**src/rtl/hdlverifier_trigger_pkg.sv**
```systemverilog
// Shared constants for the trigger controller: mode and state encodings
// plus the field offsets of the trigger_setting configuration word.
package hdlverifier_trigger_pkg;

  localparam logic [1:0] TRIG_LEVEL  = 2'b00;
  localparam logic [1:0] TRIG_ENTER  = 2'b01;
  localparam logic [1:0] TRIG_EXIT   = 2'b10;
  localparam logic [1:0] TRIG_CHANGE = 2'b11;

  localparam logic [1:0] ST_IDLE  = 2'd0;
  localparam logic [1:0] ST_ARM   = 2'd1;
  localparam logic [1:0] ST_WAIT  = 2'd2;
  localparam logic [1:0] ST_FIRED = 2'd3;

  // The compare value always sits at bit 0; the other fields follow it.
  function automatic int maskLsb(input int sigWidth);
    return sigWidth;
  endfunction

  function automatic int modeLsb(input int sigWidth);
    return 2 * sigWidth;
  endfunction

  function automatic int countLsb(input int sigWidth);
    return 2 * sigWidth + 2;
  endfunction

  function automatic int trigWidth(input int sigWidth, input int cntWidth);
    return 2 * sigWidth + 2 + cntWidth;
  endfunction

endpackage

```
**src/rtl/hdlverifier_trigger_match.sv**
```systemverilog
// Samples the monitored signal, applies the masked compare and turns the
// selected mode into a single-cycle event strobe for the controller.
module hdlverifier_trigger_match
  import hdlverifier_trigger_pkg::*;
#(
  parameter int SIG_WIDTH = 8
) (
  input  logic                 clk,
  input  logic                 reset_n,
  input  logic                 i_enable,
  input  logic                 i_load,
  input  logic                 i_eval,
  input  logic [SIG_WIDTH-1:0] i_sig,
  input  logic [SIG_WIDTH-1:0] i_value,
  input  logic [SIG_WIDTH-1:0] i_mask,
  input  logic [1:0]           i_mode,
  output logic                 o_event
);

  logic [SIG_WIDTH-1:0] r_sigD;
  logic [SIG_WIDTH-1:0] r_prevSig;
  logic                 r_prevMatch;
  logic                 w_match;
  logic                 w_changed;
  logic                 w_rawEvent;

  assign w_match   = ((r_sigD ^ i_value) & i_mask) == '0;
  assign w_changed = ((r_sigD ^ r_prevSig) & i_mask) != '0;

  // Register the probe so compare and edge detection see one stable sample.
  always_ff @(posedge clk or negedge reset_n) begin
    if (!reset_n) begin
      r_sigD <= '0;
    end else if (i_enable) begin
      r_sigD <= i_sig;
    end
  end

  // Previous sample: loaded as a baseline in ARM, then tracked while evaluating.
  always_ff @(posedge clk or negedge reset_n) begin
    if (!reset_n) begin
      r_prevSig   <= '0;
      r_prevMatch <= 1'b0;
    end else if (i_enable && (i_load || i_eval)) begin
      r_prevSig   <= r_sigD;
      r_prevMatch <= w_match;
    end
  end

  // Pick the event condition for the latched mode.
  always_comb begin
    w_rawEvent = 1'b0;
    case (i_mode)
      TRIG_LEVEL:  w_rawEvent = w_match;
      TRIG_ENTER:  w_rawEvent = w_match & ~r_prevMatch;
      TRIG_EXIT:   w_rawEvent = ~w_match & r_prevMatch;
      TRIG_CHANGE: w_rawEvent = w_changed;
      default:     w_rawEvent = 1'b0;
    endcase
  end

  assign o_event = i_eval & w_rawEvent;

endmodule

```
**src/rtl/hdlverifier_trigger_ctrl.sv**
```systemverilog
// Trigger controller: arms on a rising start, counts qualifying events from
// the match block and emits one trigger pulse per arm.
module hdlverifier_trigger_ctrl
  import hdlverifier_trigger_pkg::*;
#(
  parameter  int SIG_WIDTH  = 8,
  parameter  int CNT_WIDTH  = 4,
  localparam int TRIG_WIDTH = trigWidth(SIG_WIDTH, CNT_WIDTH)
) (
  input  logic                  clk,
  input  logic                  reset_n,
  input  logic                  clk_enable,
  input  logic                  start,
  input  logic [TRIG_WIDTH-1:0] trigger_setting,
  input  logic [SIG_WIDTH-1:0]  trig_signal,
  output logic                  trigger,
  output logic                  armed,
  output logic                  triggered,
  output logic [CNT_WIDTH-1:0]  event_count
);

  localparam int MASK_LSB  = maskLsb(SIG_WIDTH);
  localparam int MODE_LSB  = modeLsb(SIG_WIDTH);
  localparam int COUNT_LSB = countLsb(SIG_WIDTH);

  logic [1:0]           r_state;
  logic                 r_startD;
  logic                 r_trigger;
  logic [CNT_WIDTH-1:0] r_count;
  logic [SIG_WIDTH-1:0] r_cfgValue;
  logic [SIG_WIDTH-1:0] r_cfgMask;
  logic [1:0]           r_cfgMode;
  logic [CNT_WIDTH-1:0] r_cfgTarget;

  logic                 w_startRise;
  logic                 w_event;
  logic [CNT_WIDTH:0]   w_nextCount;
  logic [CNT_WIDTH-1:0] w_target;
  logic [CNT_WIDTH-1:0] w_satCount;
  logic                 w_reached;

  assign w_startRise = start & ~r_startD;
  assign w_nextCount = {1'b0, r_count} + {{CNT_WIDTH{1'b0}}, 1'b1};
  assign w_target    = (r_cfgTarget == '0) ? {{(CNT_WIDTH-1){1'b0}}, 1'b1} : r_cfgTarget;
  assign w_satCount  = w_nextCount[CNT_WIDTH] ? {CNT_WIDTH{1'b1}} : w_nextCount[CNT_WIDTH-1:0];
  assign w_reached   = w_nextCount >= {1'b0, w_target};

  hdlverifier_trigger_match #(
    .SIG_WIDTH (SIG_WIDTH)
  ) u_match (
    .clk      (clk),
    .reset_n  (reset_n),
    .i_enable (clk_enable),
    .i_load   (r_state == ST_ARM),
    .i_eval   (r_state == ST_WAIT),
    .i_sig    (trig_signal),
    .i_value  (r_cfgValue),
    .i_mask   (r_cfgMask),
    .i_mode   (r_cfgMode),
    .o_event  (w_event)
  );

  // Sequencing FSM with start edge detection; start low always wins.
  always_ff @(posedge clk or negedge reset_n) begin
    if (!reset_n) begin
      r_state   <= ST_IDLE;
      r_startD  <= 1'b0;
      r_trigger <= 1'b0;
    end else if (clk_enable) begin
      r_startD  <= start;
      r_trigger <= 1'b0;
      if (!start) begin
        r_state <= ST_IDLE;
      end else begin
        case (r_state)
          ST_IDLE: if (w_startRise) r_state <= ST_ARM;
          ST_ARM:  r_state <= ST_WAIT;
          ST_WAIT: begin
            if (w_event && w_reached) begin
              r_trigger <= 1'b1;
              r_state   <= ST_FIRED;
            end
          end
          default: r_state <= r_state;
        endcase
      end
    end
  end

  // Freeze the configuration at arm time and count events while waiting.
  always_ff @(posedge clk or negedge reset_n) begin
    if (!reset_n) begin
      r_count     <= '0;
      r_cfgValue  <= '0;
      r_cfgMask   <= '0;
      r_cfgMode   <= '0;
      r_cfgTarget <= '0;
    end else if (clk_enable && start) begin
      if (r_state == ST_IDLE && w_startRise) begin
        r_cfgValue  <= trigger_setting[SIG_WIDTH-1:0];
        r_cfgMask   <= trigger_setting[MASK_LSB +: SIG_WIDTH];
        r_cfgMode   <= trigger_setting[MODE_LSB +: 2];
        r_cfgTarget <= trigger_setting[COUNT_LSB +: CNT_WIDTH];
        r_count     <= '0;
      end else if (r_state == ST_WAIT && w_event) begin
        r_count <= w_satCount;
      end
    end
  end

  assign trigger     = r_trigger;
  assign armed       = (r_state == ST_ARM) || (r_state == ST_WAIT);
  assign triggered   = (r_state == ST_FIRED);
  assign event_count = r_count;

endmodule

```
**config.mk**
```make
export PLATFORM = sky130hd
export DESIGN_NAME = hdlverifier_trigger_ctrl
export DESIGN_NICKNAME = d
export VERILOG_FILES = /design/src/rtl/hdlverifier_trigger_pkg.sv /design/src/rtl/hdlverifier_trigger_match.sv /design/src/rtl/hdlverifier_trigger_ctrl.sv
export SDC_FILE = /design/constraint.sdc
export NUM_CORES = 1
export LEC_CHECK = 0
export CORE_MARGIN = 1.5
export CORE_UTILIZATION = 47
export DETAILED_ROUTE_END_ITERATION = 16
export PLACE_DENSITY = 0.75
export SLEW_MARGIN = 40
export SYNTH_ARGS = -nofsm -noshare
export SYNTH_HDL_FRONTEND = slang
export SYNTH_SLANG_ARGS = --single-unit
export TNS_END_PERCENT = 20
```
**constraint.sdc**
```tcl
create_clock -name clk -period 1.9 [get_ports clk]
set_input_delay 0.38 -clock clk [delete_from_list [all_inputs] [get_ports clk]]
set_output_delay 0.38 -clock clk [all_outputs]
set_load 0.005 [all_outputs]
```
# ---- After elaboration in Yosys (flattened, before gate mapping)
# Cells that the tools add are included.
dict set report totals {
  in_bits 34
  word_cells 60
  ff_bits 47
  out_inout_bits 7
}
dict set report classes {
  reduce_logical 15
  magnitude_cmp 1
  eq_ne 9
  bitwise 11
  muxes 12
  addsub 1
}
# operator n
set ops {}
lappend ops {{$and 8x8->8} 2}
lappend ops {{$mux 4} 4}
lappend ops {{$xor 8x8->8} 2}
lappend ops {{$eq 2x2->1 const B} 4}
lappend ops {{$logic_not 8->1} 1}
lappend ops {{$reduce_bool 8->1} 1}
lappend ops {{$mux 2} 3}
lappend ops {{$ne 3x3->1 const B} 2}
lappend ops {{$pmux 2 s3} 1}
lappend ops {{$add 4x1->5 const B} 1}
lappend ops {{$ge 5x4->1} 1}
lappend ops {{$logic_and 1x1->1} 5}
lappend ops {{$and 1x1->1} 4}
lappend ops {{$eq 2x1->1 const B} 2}
lappend ops {{$logic_not 2->1} 2}
lappend ops {{$logic_not 4->1} 1}
lappend ops {{$ne 4x1->1 const B} 1}
lappend ops {{$pmux 1 s4} 1}
lappend ops {{$reduce_and 2->1} 2}
lappend ops {{$reduce_and 4->1} 1}
lappend ops {{$mux 1} 3}
lappend ops {{$not 1->1} 3}
lappend ops {{$reduce_bool 2->1} 1}
lappend ops {{$logic_or 1x1->1} 1}

# ---- Depth between registers and ports, before layout
dict set report depth {
  word_depth 11
  mapped_depth 9
  depth_no_buf 9
}

# ---- By module
# A second synthesis with hierarchy kept.
dict set report unflattened {
  cells_unflattened 186
  hier_area_um2 2436.1
}
# mod cells_per_inst seq_area_each_um2 instances area_per_inst_um2
set by_module_without_submodules {}
lappend by_module_without_submodules {hdlverifier_trigger_ctrl 118 750.7 1 1562.7}
lappend by_module_without_submodules {hdlverifier_trigger_match 68 425.4 1 873.3}

# ---- Worst setup path before layout
# Ideal clock, no wire load.
dict set report synth_path {
  kind {register to register}
  from {register r_count[0], in the netlist event_count[0]}
  to {register r_state[1]}
  synth_period_minus_slack_ns 1.980
  path_stages_with_launch 8
  setup_time_ns 0.125
  arrival_ns 1.855
  n_path_buf 0
  slack_ns -0.080
  cell_sequence {dfrtp_1 -> ha_1 -> xor2_1 -> ha_1 -> o21ai_0 -> o21a_1 -> o21bai_1 -> mux2_2}
}
dict set report synth_between {
  elab_chain_cells 5
}
# element line_no
set synth_rtl {}
lappend synth_rtl {{start: declaration} hdlverifier_trigger_ctrl.sv:29} ;# logic [CNT_WIDTH-1:0] r_count;
lappend synth_rtl {{start signal: assignment} hdlverifier_trigger_ctrl.sv:106} ;# r_count <= w_satCount;
lappend synth_rtl {{$add 4x1->5} hdlverifier_trigger_ctrl.sv:43} ;# assign w_nextCount = {1'b0, r_count} + {{CNT_WIDTH{1'b0}}, 1'b1};
lappend synth_rtl {{$ge 5x4->1} hdlverifier_trigger_ctrl.sv:46} ;# assign w_reached = w_nextCount >= {1'b0, w_target};
lappend synth_rtl {{$logic_and 1x1->1} hdlverifier_trigger_ctrl.sv:79} ;# if (w_event && w_reached) begin
lappend synth_rtl {{$ne 3x3->1 (no source line)} --}
lappend synth_rtl {{$reduce_and 4->1 (no source line)} --}
lappend synth_rtl {{end signal: assignment} hdlverifier_trigger_ctrl.sv:84} ;# default: r_state <= r_state;
lappend synth_rtl {{end: declaration} hdlverifier_trigger_ctrl.sv:26} ;# logic [1:0] r_state;
# Every way passes these cells.
# A chain may end at the register's enable or synchronous reset.

# ---- Worst setup path after layout
# Same ends and word-level chain as after synthesis.

==> results summary <==
Leaving out fill and tap cells, the most frequent cell in the layout is nand2_1. The final worst setup slack came out at -0.06199 ns. TritonCTS built the clock tree.

The adder and majority cell fraction of the synthesized area is 0.04715. The critical path data required time is 2.09 ns. The number of unique standard cell types used by synthesis came out at 38. The fill cell total of the finished layout came out at 368. The count of nets after finishing is 354. The final non-filler cell total came out at 378. The maximum resistive drop on vdd came out at between 700 and 800 µV. The sequential cell area fraction in the yosys report came out at 0.4924. The number of global-route vias before repair is 1922. The routability-driven placement congestion ratio came out at roughly 0.81. The root cell of the clock tree is clkbuf_8.

Of the available clock period, the critical path in the final layout requires 1.033. The setup path with the least slack is of type flop to flop. The worst min-delay path category is input pin to async pin. The worst path arrival time came out at 2.15 ns. The via count of the routed design is around 1900.

The global routing usage summed across all routing layers came out at 0.2176. The count of nets left with antenna violations once routing finished came out at 0. The die is roughly 74 µm tall. The proportion of synthesized area in mux cells came out at 0.09900. Traced cell by cell, the critical path runs through ha_4, xor2_2, ha_1, o21ai_1, o21a_1, o21bai_4, mux2_4.

The headroom to the max-slew limit came out at 0.6465. The total clock buffers created by CTS came out at 5. The largest single stage delay on the critical path is 0.45 ns. The half-perimeter wire length after detailed placement is 3.914 mm. The kind of cell with the highest combined delay on the critical path is compound AO/OA/AOI/OAI gates. The multi-input logic area came out at 1276 µm². The fraction of synthesized cell area in xor and xnor cells is 0.06600. The number of instances in the synthesized netlist came out at 234.

The H-tree level count came out at 2. The detailed router put a total of 2.479 mm of wire on met1. The number of buffers inserted for hold repair after clock tree synthesis is 0. Together, buffers and inverters on the worst path number 0.

No sink is reached through more buffers than the 2 on the longest clock path. The number of failing hold endpoints at the final stage came out at 0. The checks that failed: setup timing. The mean post-synth cell area is 10.21 µm². In the final layout, the share of cells above drive strength 1 is 0.2733. The register bit total from synthesis came out at 47. The remaining global-route overflow is 0.

In this run the cell area of the synthesized design comes to 2389 µm². The post-route cell area is 3367 µm². The endpoint kind of the worst setup timing path is a flop. The clock net in this run drives a total of 47 sinks. The area fraction in compound gates after synthesis came out at 0.1231. The initialized floorplan defines 25 standard-cell rows. The number of placed instances, taps included, is roughly 370. The total die area came out at about 5500 µm². Max-cap violations in this run came to 0. Setup repair after global routing could not meet its margin everywhere. The total power density per cell area is 1378 nW/µm².

In this run the horizontal extent of the chip is 74.29 µm. The routed length on met3 came out at between 100 and 150 µm. The number of antenna violations at the first check in global routing is 0. The area share of and/or/nand/nor cells after synthesis came out at 0.1488. After synthesis, the largest family of logic cells by area is simple AND/OR/NAND/NOR gates. The clock skew came out at slightly above 0.007 ns. The first-pass GRT wire length is 8.838 mm. The net count after synthesis is roughly 280. The average wire length per cell after detail routing came out at between 10 and 15 µm. Along the worst path, the maximum fanout reaches 5.

For this block, the routed nets add up to 5.306 mm of wire. The slowest cell on the critical path is dfrtp_2. Dividing the detail-routed via count by the number of cells gives 4.992. The clock-pin slew of the registers on the worst-case setup and hold paths is 0.09 ns. The number of warnings issued by yosys came out at 0.

The max-slew violation total from the final report was 0. The library cells used most frequently in the layout, excluding fill and tap cells, are 72 x nand2_1, 46 x dfrtp_1, 38 x clkdlybuf4s50_1. The time the final worst path needs with I/O delays and setup came out at ~2 ns. The maximum number of pins on one net before global-route repair is 27. The count of pins on the block boundary is just over 40. The transition time at the pin with the least slew margin came out at 0.5302 ns. The effective utilization at floorplan is 0.4958. The count of routing violations after the opening detailed-route iteration is between 80 and 90. The number of input and output port buffers inserted is 40.

The detailed route wirelength on metal2 came out at 2.596 mm. The analysis attributes to cell leakage a power of around 1.6 nW. Summing all placed instances gives a cell area of around 3100 µm². Signal routing reaches up to met4. The area growth from synthesis to layout is 40.96%. The run finished, with violations left. The region available for standard cell placement spans 4817 µm².

The final routed DRC violation total is 0. The combined flip-flop and latch cell area came out at approximately 1200 µm². The first-pass iteration count of the detailed router came out at 4.

For the worst-skew pair, the clock arrives at the later sink with an insertion delay of 0.30 ns. The number of failing setup endpoints in the final timing report came out at 2. The critical path launch point type is a flop. Derived from the worst setup path, the maximum achievable clock frequency is 509.7 MHz. The number of antenna diodes in the final layout is 0. Setup total negative slack on the finished layout was measured at -0.06928 ns.
## power breakdown
group | internal (mW) | switching [mW]
Combinational | 1.27 | 0.979
Clock | 0.386 | 0.328
Sequential | 1.38 | 0.296
Total | 3.04 | 1.60
## final cells by class
class,count,area share
multi-input cells,172,0.3790
flip-flops and latches,47,0.3497
repair buffers,76,0.2059
well taps,67,0.02490
clock buffers,6,0.02155
inverters,9,0.01003
clock inverters,1,0.008919
## Yosys cell counts
cell	count	area (µm²)
a211oi_1	1	7.510
a211oi_2	1	12.51
a21bo_2	1	10.01
a21oi_1	2	10.01
a22oi_1	8	60.06
a311oi_1	1	8.760
a31o_2	1	8.760
a31oi_1	2	12.51
a41oi_4	1	27.53
and3_1	2	12.51
buf_1	1	3.750
clkbuf_1	5	18.77
dfrtp_1	47	1176
ha_1	9	112.6
inv_1	9	33.78
mux2_2	17	191.4
mux2_4	1	15.01
mux2i_1	3	30.03
nand2_1	72	270.3
nand2b_1	2	12.51
nand3_1	2	10.01
nand4_1	1	6.260
nand4_2	1	12.51
nor2_1	4	15.01
nor4bb_1	1	10.01
o211a_1	1	10.01
o21a_1	1	7.510
o21ai_0	11	55.05
o21ai_1	1	5.000
o21ai_4	1	16.27
o21bai_1	1	7.510
o22a_1	1	8.760
o22a_2	1	10.01
o22ai_1	1	6.260
o311a_1	1	10.01
or3_1	1	6.260
xnor2_1	1	8.760
xor2_1	17	148.9
## per-stage QoR
step | hold slack [ns] | power (mW) | utilization | setup slack (ns)
2_1_floorplan | 0.08441 | 2.856 | - | 0.01137
3_3_place_gp | 0.3921 | 3.553 | 0.6519 | -0.02115
3_5_place_dp | 0.3890 | 3.630 | 0.6519 | -0.1046
4_1_cts | 0.06391 | 4.561 | 0.6891 | -0.07710
5_1_grt | 0.08555 | 4.985 | 0.6990 | -0.1236
6_report | 0.04777 | 4.640 | 0.6990 | -0.06199
## final timing paths
kind,start,endpoint,slack [ns],cells after the start
max,event_count[0],r_state[1],-0.06,7
min,reset_n,u_match.r_prevSig[6],0.05,1
max reg2reg,event_count[0],r_state[1],-0.06,7
min reg2reg,r_cfgValue[1],r_cfgValue[1],0.50,2
max in group asynchronous,reset_n,u_match.r_prevSig[2],1.34,2
min in group clk,r_cfgValue[1],r_cfgValue[1],0.50,2
## cell families (layout without fill, tap and decap cells)
family	count (synthesis)	in the layout
flops	47	47
buf+inv	15	92
simple gates	86	86
mux	21	21
fa+ha+maj	9	9
xor+xnor	18	18
compound gates	38	38
## timing repair
item / 4_1_cts / 5_1_grt
pin swaps: 9 / 7
setup endpoints to repair: 4 / 7
gates resized for setup: 10 / 8
endpoints found under the hold margin: 0 / 0
setup buffers: 4 / 0
## state kept, by name, summed over array words and instances, names as in the netlist, 2 cells and up
| name | flops |
|---|---|
| r_cfgMask | 8 |
| r_cfgValue | 8 |
| u_match.r_prevSig | 8 |
| u_match.r_sigD | 8 |
| event_count | 4 |
| r_cfgTarget | 4 |
| r_cfgMode | 2 |
| r_state | 2 |
## worst register-to-register path: stages, from the launching register on
cell and delay, ns:
dfrtp_2 0.45, ha_4 0.19, xor2_2 0.14, ha_1 0.28
o21ai_1 0.13, o21a_1 0.22, o21bai_4 0.15, mux2_4 0.30
## metal layers
metal | up-vias | GRT usage
met5 | - | 0
met4 | 0 | 0.08687
met3 | 8 | 0.03659
met2 | 30 | 0.3532
met1 | 903 | 0.2924
li1 | 946 | -
Note: power is estimated with default switching activity, not from simulation.
